### src/rtl/batcharger_pkg.sv
// Shared constants, channel encoding and flag reset values for the battery-charger
// measurement front-end.
package batcharger_pkg;

  localparam int unsigned ADC_W = 10;
  localparam int unsigned CH_W  = 2;
  localparam int unsigned N_CH  = 3;
  localparam int unsigned DEB_W = 4;

  typedef enum logic [CH_W-1:0] {
    CH_VBAT    = 2'd0,
    CH_IBAT    = 2'd1,
    CH_VTEMP   = 2'd2,
    CH_ILLEGAL = 2'd3
  } ch_e;

  typedef struct packed {
    logic vbat_lt_cutoff;
    logic vbat_ge_float;
    logic ibat_le_iend;
  } chg_flags_t;

  // Safe state: request trickle charge until vbat has actually been measured.
  localparam chg_flags_t FLAGS_RST = '{vbat_lt_cutoff: 1'b1,
                                       vbat_ge_float:  1'b0,
                                       ibat_le_iend:   1'b0};
  localparam logic TEMP_OK_RST = 1'b0;

endpackage

### src/rtl/batcharger_meas_filter_if.sv
// Time-multiplexed ADC sample stream (no backpressure) into the measurement filter.
interface batcharger_meas_filter_if #(
  parameter int unsigned ADC_W = batcharger_pkg::ADC_W
);
  logic                              adc_valid;
  logic [batcharger_pkg::CH_W-1:0]   adc_ch;
  logic [ADC_W-1:0]                  adc_data;

  modport master (output adc_valid, adc_ch, adc_data);
  modport slave  (input  adc_valid, adc_ch, adc_data);
endinterface

### src/rtl/batcharger_avg_acc.sv
// One box-car averaging channel: accumulator, sample counter and registered average.
module batcharger_avg_acc #(
  parameter int unsigned ADC_W    = 10,
  parameter int unsigned AVG_LOG2 = 2
) (
  input  logic             clk,
  input  logic             rst,
  input  logic             en,
  input  logic             smp_vld,
  input  logic [ADC_W-1:0] smp_data,
  output logic [ADC_W-1:0] avg,
  output logic             upd,
  output logic [ADC_W-1:0] avg_c,
  output logic             done_c
);

  localparam int unsigned ACC_W = ADC_W + AVG_LOG2;
  localparam int unsigned CNT_W = AVG_LOG2 + 1;
  localparam logic [CNT_W-1:0] LAST_CNT = CNT_W'((1 << AVG_LOG2) - 1);

  logic [ACC_W-1:0] acc;
  logic [ACC_W-1:0] sum_c;
  logic [CNT_W-1:0] cnt;

  // Window sum cannot overflow ACC_W: 2^AVG_LOG2 samples of at most 2^ADC_W-1.
  always_comb begin
    sum_c  = acc + ACC_W'(smp_data);
    done_c = smp_vld && (cnt == LAST_CNT);
    avg_c  = ADC_W'(sum_c >> AVG_LOG2);
  end

  always_ff @(posedge clk) begin
    if (rst || !en) begin
      acc <= '0;
      cnt <= '0;
      avg <= '0;
      upd <= 1'b0;
    end else begin
      upd <= done_c;
      if (done_c) begin
        acc <= '0;
        cnt <= '0;
        avg <= avg_c;
      end else if (smp_vld) begin
        acc <= sum_c;
        cnt <= cnt + CNT_W'(1);
      end
    end
  end

endmodule

### src/rtl/batcharger_meas_filter.sv
// Measurement front-end for the charger FSM: per-channel box-car averages and threshold flags.
// Optional feature macro: BATCHARGER_TEMP_DEBOUNCE_EN (debounced temp_ok).
module batcharger_meas_filter #(
  parameter int unsigned ADC_W    = batcharger_pkg::ADC_W,
  parameter int unsigned AVG_LOG2 = 2,
  parameter int unsigned TEMP_DEB = 3
) (
  input  logic                      clk,
  input  logic                      rst,
  input  logic                      en,
  batcharger_meas_filter_if.slave   adc,
  input  logic [ADC_W-1:0]          vcutoff_th,
  input  logic [ADC_W-1:0]          vfloat_th,
  input  logic [ADC_W-1:0]          iend_th,
  input  logic [ADC_W-1:0]          tmin_th,
  input  logic [ADC_W-1:0]          tmax_th,
  output logic [ADC_W-1:0]          vbat_avg,
  output logic [ADC_W-1:0]          ibat_avg,
  output logic [ADC_W-1:0]          vtemp_avg,
  output logic [2:0]                avg_upd,
  output logic                      vbat_lt_cutoff,
  output logic                      vbat_ge_float,
  output logic                      ibat_le_iend,
  output logic                      temp_ok,
  output logic                      meas_ready,
  output logic                      ch_err
);

  import batcharger_pkg::*;

  if (AVG_LOG2 < 1 || AVG_LOG2 > 6) begin : g_bad_avg
    $error("AVG_LOG2 out of range 1..6");
  end
  if (TEMP_DEB < 1 || TEMP_DEB > 15) begin : g_bad_deb
    $error("TEMP_DEB out of range 1..15");
  end

  ch_e              ch_c;
  logic [N_CH-1:0]  smp_vld_c;
  logic [N_CH-1:0]  done_c;
  logic [ADC_W-1:0] vbat_avg_c;
  logic [ADC_W-1:0] ibat_avg_c;
  logic [ADC_W-1:0] vtemp_avg_c;
  logic             temp_pass_c;
  logic [N_CH-1:0]  seen_q;
  chg_flags_t       flags_q;

  // Route each strobe to its channel; the illegal tag reaches no accumulator.
  always_comb begin
    ch_c      = ch_e'(adc.adc_ch);
    smp_vld_c = '0;
    if (adc.adc_valid) begin
      case (ch_c)
        CH_VBAT:  smp_vld_c[0] = 1'b1;
        CH_IBAT:  smp_vld_c[1] = 1'b1;
        CH_VTEMP: smp_vld_c[2] = 1'b1;
        default:  smp_vld_c    = '0;
      endcase
    end
    temp_pass_c = (vtemp_avg_c >= tmin_th) && (vtemp_avg_c <= tmax_th);
  end

  batcharger_avg_acc #(.ADC_W(ADC_W), .AVG_LOG2(AVG_LOG2)) u_vbat (
    .clk(clk), .rst(rst), .en(en),
    .smp_vld(smp_vld_c[0]), .smp_data(adc.adc_data),
    .avg(vbat_avg), .upd(avg_upd[0]), .avg_c(vbat_avg_c), .done_c(done_c[0])
  );

  batcharger_avg_acc #(.ADC_W(ADC_W), .AVG_LOG2(AVG_LOG2)) u_ibat (
    .clk(clk), .rst(rst), .en(en),
    .smp_vld(smp_vld_c[1]), .smp_data(adc.adc_data),
    .avg(ibat_avg), .upd(avg_upd[1]), .avg_c(ibat_avg_c), .done_c(done_c[1])
  );

  batcharger_avg_acc #(.ADC_W(ADC_W), .AVG_LOG2(AVG_LOG2)) u_vtemp (
    .clk(clk), .rst(rst), .en(en),
    .smp_vld(smp_vld_c[2]), .smp_data(adc.adc_data),
    .avg(vtemp_avg), .upd(avg_upd[2]), .avg_c(vtemp_avg_c), .done_c(done_c[2])
  );

  // Flags are evaluated from the closing average in the same edge it is registered.
  always_ff @(posedge clk) begin
    if (rst || !en) begin
      flags_q    <= FLAGS_RST;
      seen_q     <= '0;
      meas_ready <= 1'b0;
      ch_err     <= 1'b0;
    end else begin
      ch_err     <= adc.adc_valid && (ch_c == CH_ILLEGAL);
      seen_q     <= seen_q | done_c;
      meas_ready <= &(seen_q | done_c);
      if (done_c[0]) begin
        flags_q.vbat_lt_cutoff <= vbat_avg_c <  vcutoff_th;
        flags_q.vbat_ge_float  <= vbat_avg_c >= vfloat_th;
      end
      if (done_c[1]) begin
        flags_q.ibat_le_iend <= ibat_avg_c <= iend_th;
      end
    end
  end

  assign vbat_lt_cutoff = flags_q.vbat_lt_cutoff;
  assign vbat_ge_float  = flags_q.vbat_ge_float;
  assign ibat_le_iend   = flags_q.ibat_le_iend;

`ifdef BATCHARGER_TEMP_DEBOUNCE_EN
  logic [DEB_W-1:0] deb_cnt;

  // temp_ok flips only after TEMP_DEB consecutive disagreeing vtemp windows.
  always_ff @(posedge clk) begin
    if (rst || !en) begin
      temp_ok <= TEMP_OK_RST;
      deb_cnt <= '0;
    end else if (done_c[2]) begin
      if (temp_pass_c != temp_ok) begin
        if (deb_cnt == DEB_W'(TEMP_DEB - 1)) begin
          temp_ok <= temp_pass_c;
          deb_cnt <= '0;
        end else begin
          deb_cnt <= deb_cnt + DEB_W'(1);
        end
      end else begin
        deb_cnt <= '0;
      end
    end
  end
`else
  always_ff @(posedge clk) begin
    if (rst || !en) begin
      temp_ok <= TEMP_OK_RST;
    end else if (done_c[2]) begin
      temp_ok <= temp_pass_c;
    end
  end
`endif

endmodule
### src/flat_wrapper.sv
// flat-port wrapper written by rule: the top's interface ports become plain ports
module batcharger_meas_filter_flat import batcharger_pkg::*;
#(
  parameter int unsigned ADC_W    = batcharger_pkg::ADC_W,
  parameter int unsigned AVG_LOG2 = 2,
  parameter int unsigned TEMP_DEB = 3
)
  (clk, rst, en, vcutoff_th, vfloat_th, iend_th, tmin_th, tmax_th, vbat_avg, ibat_avg, vtemp_avg, avg_upd, vbat_lt_cutoff, vbat_ge_float, ibat_le_iend, temp_ok, meas_ready, ch_err, adc_adc_valid, adc_adc_ch, adc_adc_data);
  batcharger_meas_filter_if #(.ADC_W(ADC_W)) adc_i ();
  input  logic clk;
  input  logic rst;
  input  logic en;
  input  logic [ADC_W-1:0] vcutoff_th;
  input  logic [ADC_W-1:0] vfloat_th;
  input  logic [ADC_W-1:0] iend_th;
  input  logic [ADC_W-1:0] tmin_th;
  input  logic [ADC_W-1:0] tmax_th;
  output logic [ADC_W-1:0] vbat_avg;
  output logic [ADC_W-1:0] ibat_avg;
  output logic [ADC_W-1:0] vtemp_avg;
  output logic [2:0] avg_upd;
  output logic vbat_lt_cutoff;
  output logic vbat_ge_float;
  output logic ibat_le_iend;
  output logic temp_ok;
  output logic meas_ready;
  output logic ch_err;
  input wire logic [$bits(adc_i.adc_valid)-1:0] adc_adc_valid;
  input wire logic [$bits(adc_i.adc_ch)-1:0] adc_adc_ch;
  input wire logic [$bits(adc_i.adc_data)-1:0] adc_adc_data;
  assign adc_i.adc_valid = adc_adc_valid;
  assign adc_i.adc_ch = adc_adc_ch;
  assign adc_i.adc_data = adc_adc_data;
  batcharger_meas_filter #(.ADC_W(ADC_W), .AVG_LOG2(AVG_LOG2), .TEMP_DEB(TEMP_DEB)) u_core (.clk(clk), .rst(rst), .en(en), .adc(adc_i), .vcutoff_th(vcutoff_th), .vfloat_th(vfloat_th), .iend_th(iend_th), .tmin_th(tmin_th), .tmax_th(tmax_th), .vbat_avg(vbat_avg), .ibat_avg(ibat_avg), .vtemp_avg(vtemp_avg), .avg_upd(avg_upd), .vbat_lt_cutoff(vbat_lt_cutoff), .vbat_ge_float(vbat_ge_float), .ibat_le_iend(ibat_le_iend), .temp_ok(temp_ok), .meas_ready(meas_ready), .ch_err(ch_err));
endmodule
### config.mk
export PLATFORM = sky130hd
export DESIGN_NAME = batcharger_meas_filter_flat
export DESIGN_NICKNAME = d
export VERILOG_FILES = /design/src/rtl/batcharger_pkg.sv /design/src/rtl/batcharger_meas_filter_if.sv /design/src/rtl/batcharger_avg_acc.sv /design/src/rtl/batcharger_meas_filter.sv /design/src/flat_wrapper.sv
export SDC_FILE = /design/constraint.sdc
export NUM_CORES = 1
export LEC_CHECK = 0
export ABC_AREA = 1
export CAP_MARGIN = 15
export CORE_MARGIN = 2
export CORE_UTILIZATION = 55
export CTS_CLUSTER_DIAMETER = 120
export DETAILED_ROUTE_END_ITERATION = 6
export PLACE_DENSITY = 0.82
export SYNTH_ARGS = -nofsm -noshare
export SYNTH_HDL_FRONTEND = slang
export SYNTH_SLANG_ARGS = --single-unit
### constraint.sdc
create_clock -name clk -period 3.6 [get_ports clk]
set_input_delay 0.9 -clock clk [delete_from_list [all_inputs] [get_ports clk]]
set_output_delay 0.9 -clock clk [all_outputs]
set_load 0.01 [all_outputs]
==> results of run 1 <==
[cell families after synthesis]
logic type,count (synthesis)
compound gates,96
xor+xnor,15
fa+ha+maj,88
buf+inv,205
flops,87
simple gates,485
[path summary, 6_finish.rpt]
check        cells past startpoint                   end            startpoint
max                             17  u_core.vbat_ge_float       adc_adc_data[0]
min                              2      u_core.seen_q[2]      u_core.seen_q[2]
max reg2reg                     16  u_core.vbat_ge_float  u_core.u_vbat.acc[0]
min reg2reg                      2      u_core.seen_q[2]      u_core.seen_q[2]
[through the flow]
step           hold slack (ns)  utilization (%)  std cells  TNS (ns)  area (sq um)
2_1_floorplan            0.419                -        976         0          6340
3_3_place_gp             0.431             68.6       1247    -0.395          7770
3_5_place_dp             0.437             68.6       1247    -0.463          7770
4_1_cts                  0.453             71.3       1263         0          8070
5_1_grt                  0.479             71.5       1263         0          8100
6_report                 0.448             71.5       1263         0          8100
[critical path, cell delays in order]
cell,delay (ns)
clkdlybuf4s50_1,0.54
ha_1,0.19
inv_1,0.05
fa_1,0.38
inv_1,0.09
nand3_1,0.10
nand3_2,0.11
nand2_1,0.08
nand3_1,0.08
nand2_1,0.12
ha_1,0.29
nand2_1,0.06
nor2_1,0.14
nand3_1,0.11
nand4_1,0.13
nand2_1,0.06
a21oi_1,0.15
[final cells by class]
type                       instances  share of cell area, %
timing repair buffer             145                   16.7
inverter                         188                   8.71
clock buffer                      10                   2.83
sequential                        87                   21.5
tap                              143                   2.21
clock inverter                     6                  0.927
multi-input combinational        684                   47.2
[state kept, by name (all words and copies together) (netlist names)]
signal	cells
u_core.vbat_ge_float	1
u_core.ch_err	1
u_core.u_ibat.acc	12
u_core.vbat_lt_cutoff	1
u_core.u_vtemp.avg	10
u_core.u_ibat.avg	10
u_core.u_vtemp.cnt	3
u_core.u_vbat.acc	12
u_core.meas_ready	1
u_core.u_vbat.cnt	3
u_core.temp_ok	1
u_core.u_ibat.upd	1
u_core.u_vtemp.upd	1
u_core.u_vbat.avg	10
u_core.seen_q	3
u_core.u_vtemp.acc	12
u_core.ibat_le_iend	1
u_core.u_ibat.cnt	3
u_core.u_vbat.upd	1
[per-layer routing]
metal / track usage [%] / vias up
li1: - / 3321
met1: 33.8 / 2855
met2: 43.2 / 161
met3: 3.97 / 32
met4: 11.7 / 0
met5: 0 / -
[where the power goes]
group / leakage (nW) / switching, mW / internal (mW) / total (mW)
sequential: 0.702 / 0.00642 / 0.971 / 0.978
combinational: 3.57 / 0.271 / 0.218 / 0.488
clock: 0.146 / 0.429 / 0.549 / 0.978
total: 4.42 / 0.706 / 1.74 / 2.44
[synthesized netlist by cell type]
master,number,share of area (%)
a21boi_0,4,0.47
a21oi_1,48,3.8
a22o_1,5,0.69
buf_2,10,0.79
buf_4,4,0.47
buf_6,1,0.18
clkbuf_1,2,0.12
dfxtp_1,87,27
fa_1,3,0.95
ha_1,85,17
inv_1,178,11
inv_2,10,0.59
nand2_1,305,18
nand2_2,4,0.39
nand2_4,1,0.18
nand3_1,57,4.5
nand3_2,2,0.32
nand4_1,14,1.4
nor2_1,91,5.4
nor2_4,3,0.53
nor3_1,1,0.079
nor3_2,1,0.16
nor4_1,2,0.20
o211ai_1,3,0.36
o21a_1,5,0.59
o21ai_0,23,1.8
o21ai_1,5,0.39
o21bai_1,3,0.36
or2_2,4,0.39
xnor2_1,9,1.2
xor2_1,6,0.83
==> metrics.md, run 1 <==
| Metric | Value |
|---|---|
| Sequential share of the synthesized area | `27.5%` |
| Ant. Diodes | `0` |
| Met3 wire length | `785 um` |
| WL met1 | `7.24 mm` |
| Congestion Overflow GR | `0` |
| Avg Cell Area, Syn | `6.50 sq um` |
| Worst VDD drop | `0.239 mV` |
| CTS sink count | `87` |
| Mux contribution to synthesized area | `0%` |
| First-pass GRT wire length | `26.6 mm` |
| Highest metal layer with signal wires | `met4` |
| Synth Warn # | `0` |
| Post-CTS sizing | `0` |
| Die height | `111 um` |
| Via/cell ratio | `5.04` |
| Count of different cell masters after synthesis | `31` |
| Syn_nets | `1,130` |
| Core ar. | `0.0113 sq mm` |
| Worst Hold Class | `reg2reg` |
| FF-to-FF setup slack | `1.06 ns` |
| Layout cell share with drive strength beyond 1 | `7.68%` |
| Crit-path max FO | `3` |
| DR vias | `6,369` |
| Post-synthesis simple-gate area fraction | `31.6%` |
| IO Port Bufs | `104` |
| Achievable Freq | `301 MHz` |
| Die ar. | `0.0124 sq mm` |
| Max-slew violation count | `0` |
| Row Count | `39` |
| Initial antenna violation count | `0` |
| Crit path DAT | `3.60 ns` |
| Largest family of logic cells by synthesized area | `simple AND/OR/NAND/NOR gates` |
| Hold_buf cts | `0` |
| Die width | `111 um` |
| # Max-Cap Violations | `0` |
| DRT antenna net count | `0` |
| Status | `completed` |
| WL per Instance | `12.5 um` |
| Clock Latency Late Sink | `0.36 ns` |
| Final Hold Viols | `0` |
| Drt pass-1 iters | `6` |
| Leakage | `4.42 nW` |
| Commonest non-fill, non-tap cell in the layout | `nand2_1` |
| Worst slack, placed | `-0.177 ns` |
| Worst-Margin Slew | `0.408 ns` |
| Syn Inst Count | `976` |
| Boundary Pins | `105` |
| Register Area | `0.00174 sq mm` |
| P&R area growth vs syn | `27.7%` |
| DRC violations left | `0` |
| Setup CP Type | `in2reg` |
| Clk slew on worst S/H paths | `0.07 ns` |
| Crit. End Element | `flip-flop` |
| Clock buffer count from CTS | `9` |
| Finish-stage setup viols | `0` |
| Total power | `2.44 mW` |
| Starting Density | `56.0%` |
| # fillers | `977` |
| Largest net degree at the start of global routing | `20` |
| Rel. slew slack | `72.7%` |
| CTS tree | `done` |
| Min Clock Period, post-route | `3.32 ns` |
| Setup crit start kind | `input pin` |
| CTS root buf | `clkbuf_16` |
| Post-synthesis compound-gate area fraction | `8.47%` |
| Gpl congestion | `0.929` |
| Met2 WL | `7.27 mm` |
| Post-CTS Setup Inserts | `0` |
| Nets@finish | `1,269` |
| Setup ws final | `0.277 ns` |
| GRT Overall Usage | `26.1%` |
| Clk_skew | `0.00856 ns` |
| Critical path required time | `3.88 ns` |
| Most frequent cells in the layout | `305 x nand2_1, 178 x inv_1, 104 x clkdlybuf4s50_1, 90 x nor2_1, 87 x dfxtp_1` |
| Max Buffers Root-to-Sink | `2` |
| H-tree level count | `3` |
| Xor/xnor share of the synthesized area | `2.07%` |
| RSZ-0062 raised after global routing | `false` |
| FF+latch count, synth | `87` |
| Tcrit/Tclk final | `92.3%` |
| Total Wirelength | `15.8 mm` |
| Vias in the first global route | `5,894` |
| Synth Area in Adders | `17.7%` |
| Dpl hpwl | `12.5 mm` |
| Cell Area, Synth | `0.00634 sq mm` |
| Pwr dens | `302 mW/mm^2` |
| Area taken by multi-input logic gates | `0.00382 sq mm` |
| Drt initial violations | `331` |
(Power assumes the default switching activity.)
==> run 2: changes to the inputs <==
--- a/config.mk
+++ b/config.mk
@@ -12,6 +12,7 @@
 export CTS_CLUSTER_DIAMETER = 120
 export DETAILED_ROUTE_END_ITERATION = 6
 export PLACE_DENSITY = 0.82
+export SLEW_MARGIN = 20
 export SYNTH_ARGS = -nofsm -noshare
 export SYNTH_HDL_FRONTEND = slang
 export SYNTH_SLANG_ARGS = --single-unit
==> results of run 2 <==
Same layout as run 1: the final DEF is identical, and so are final timing and power.
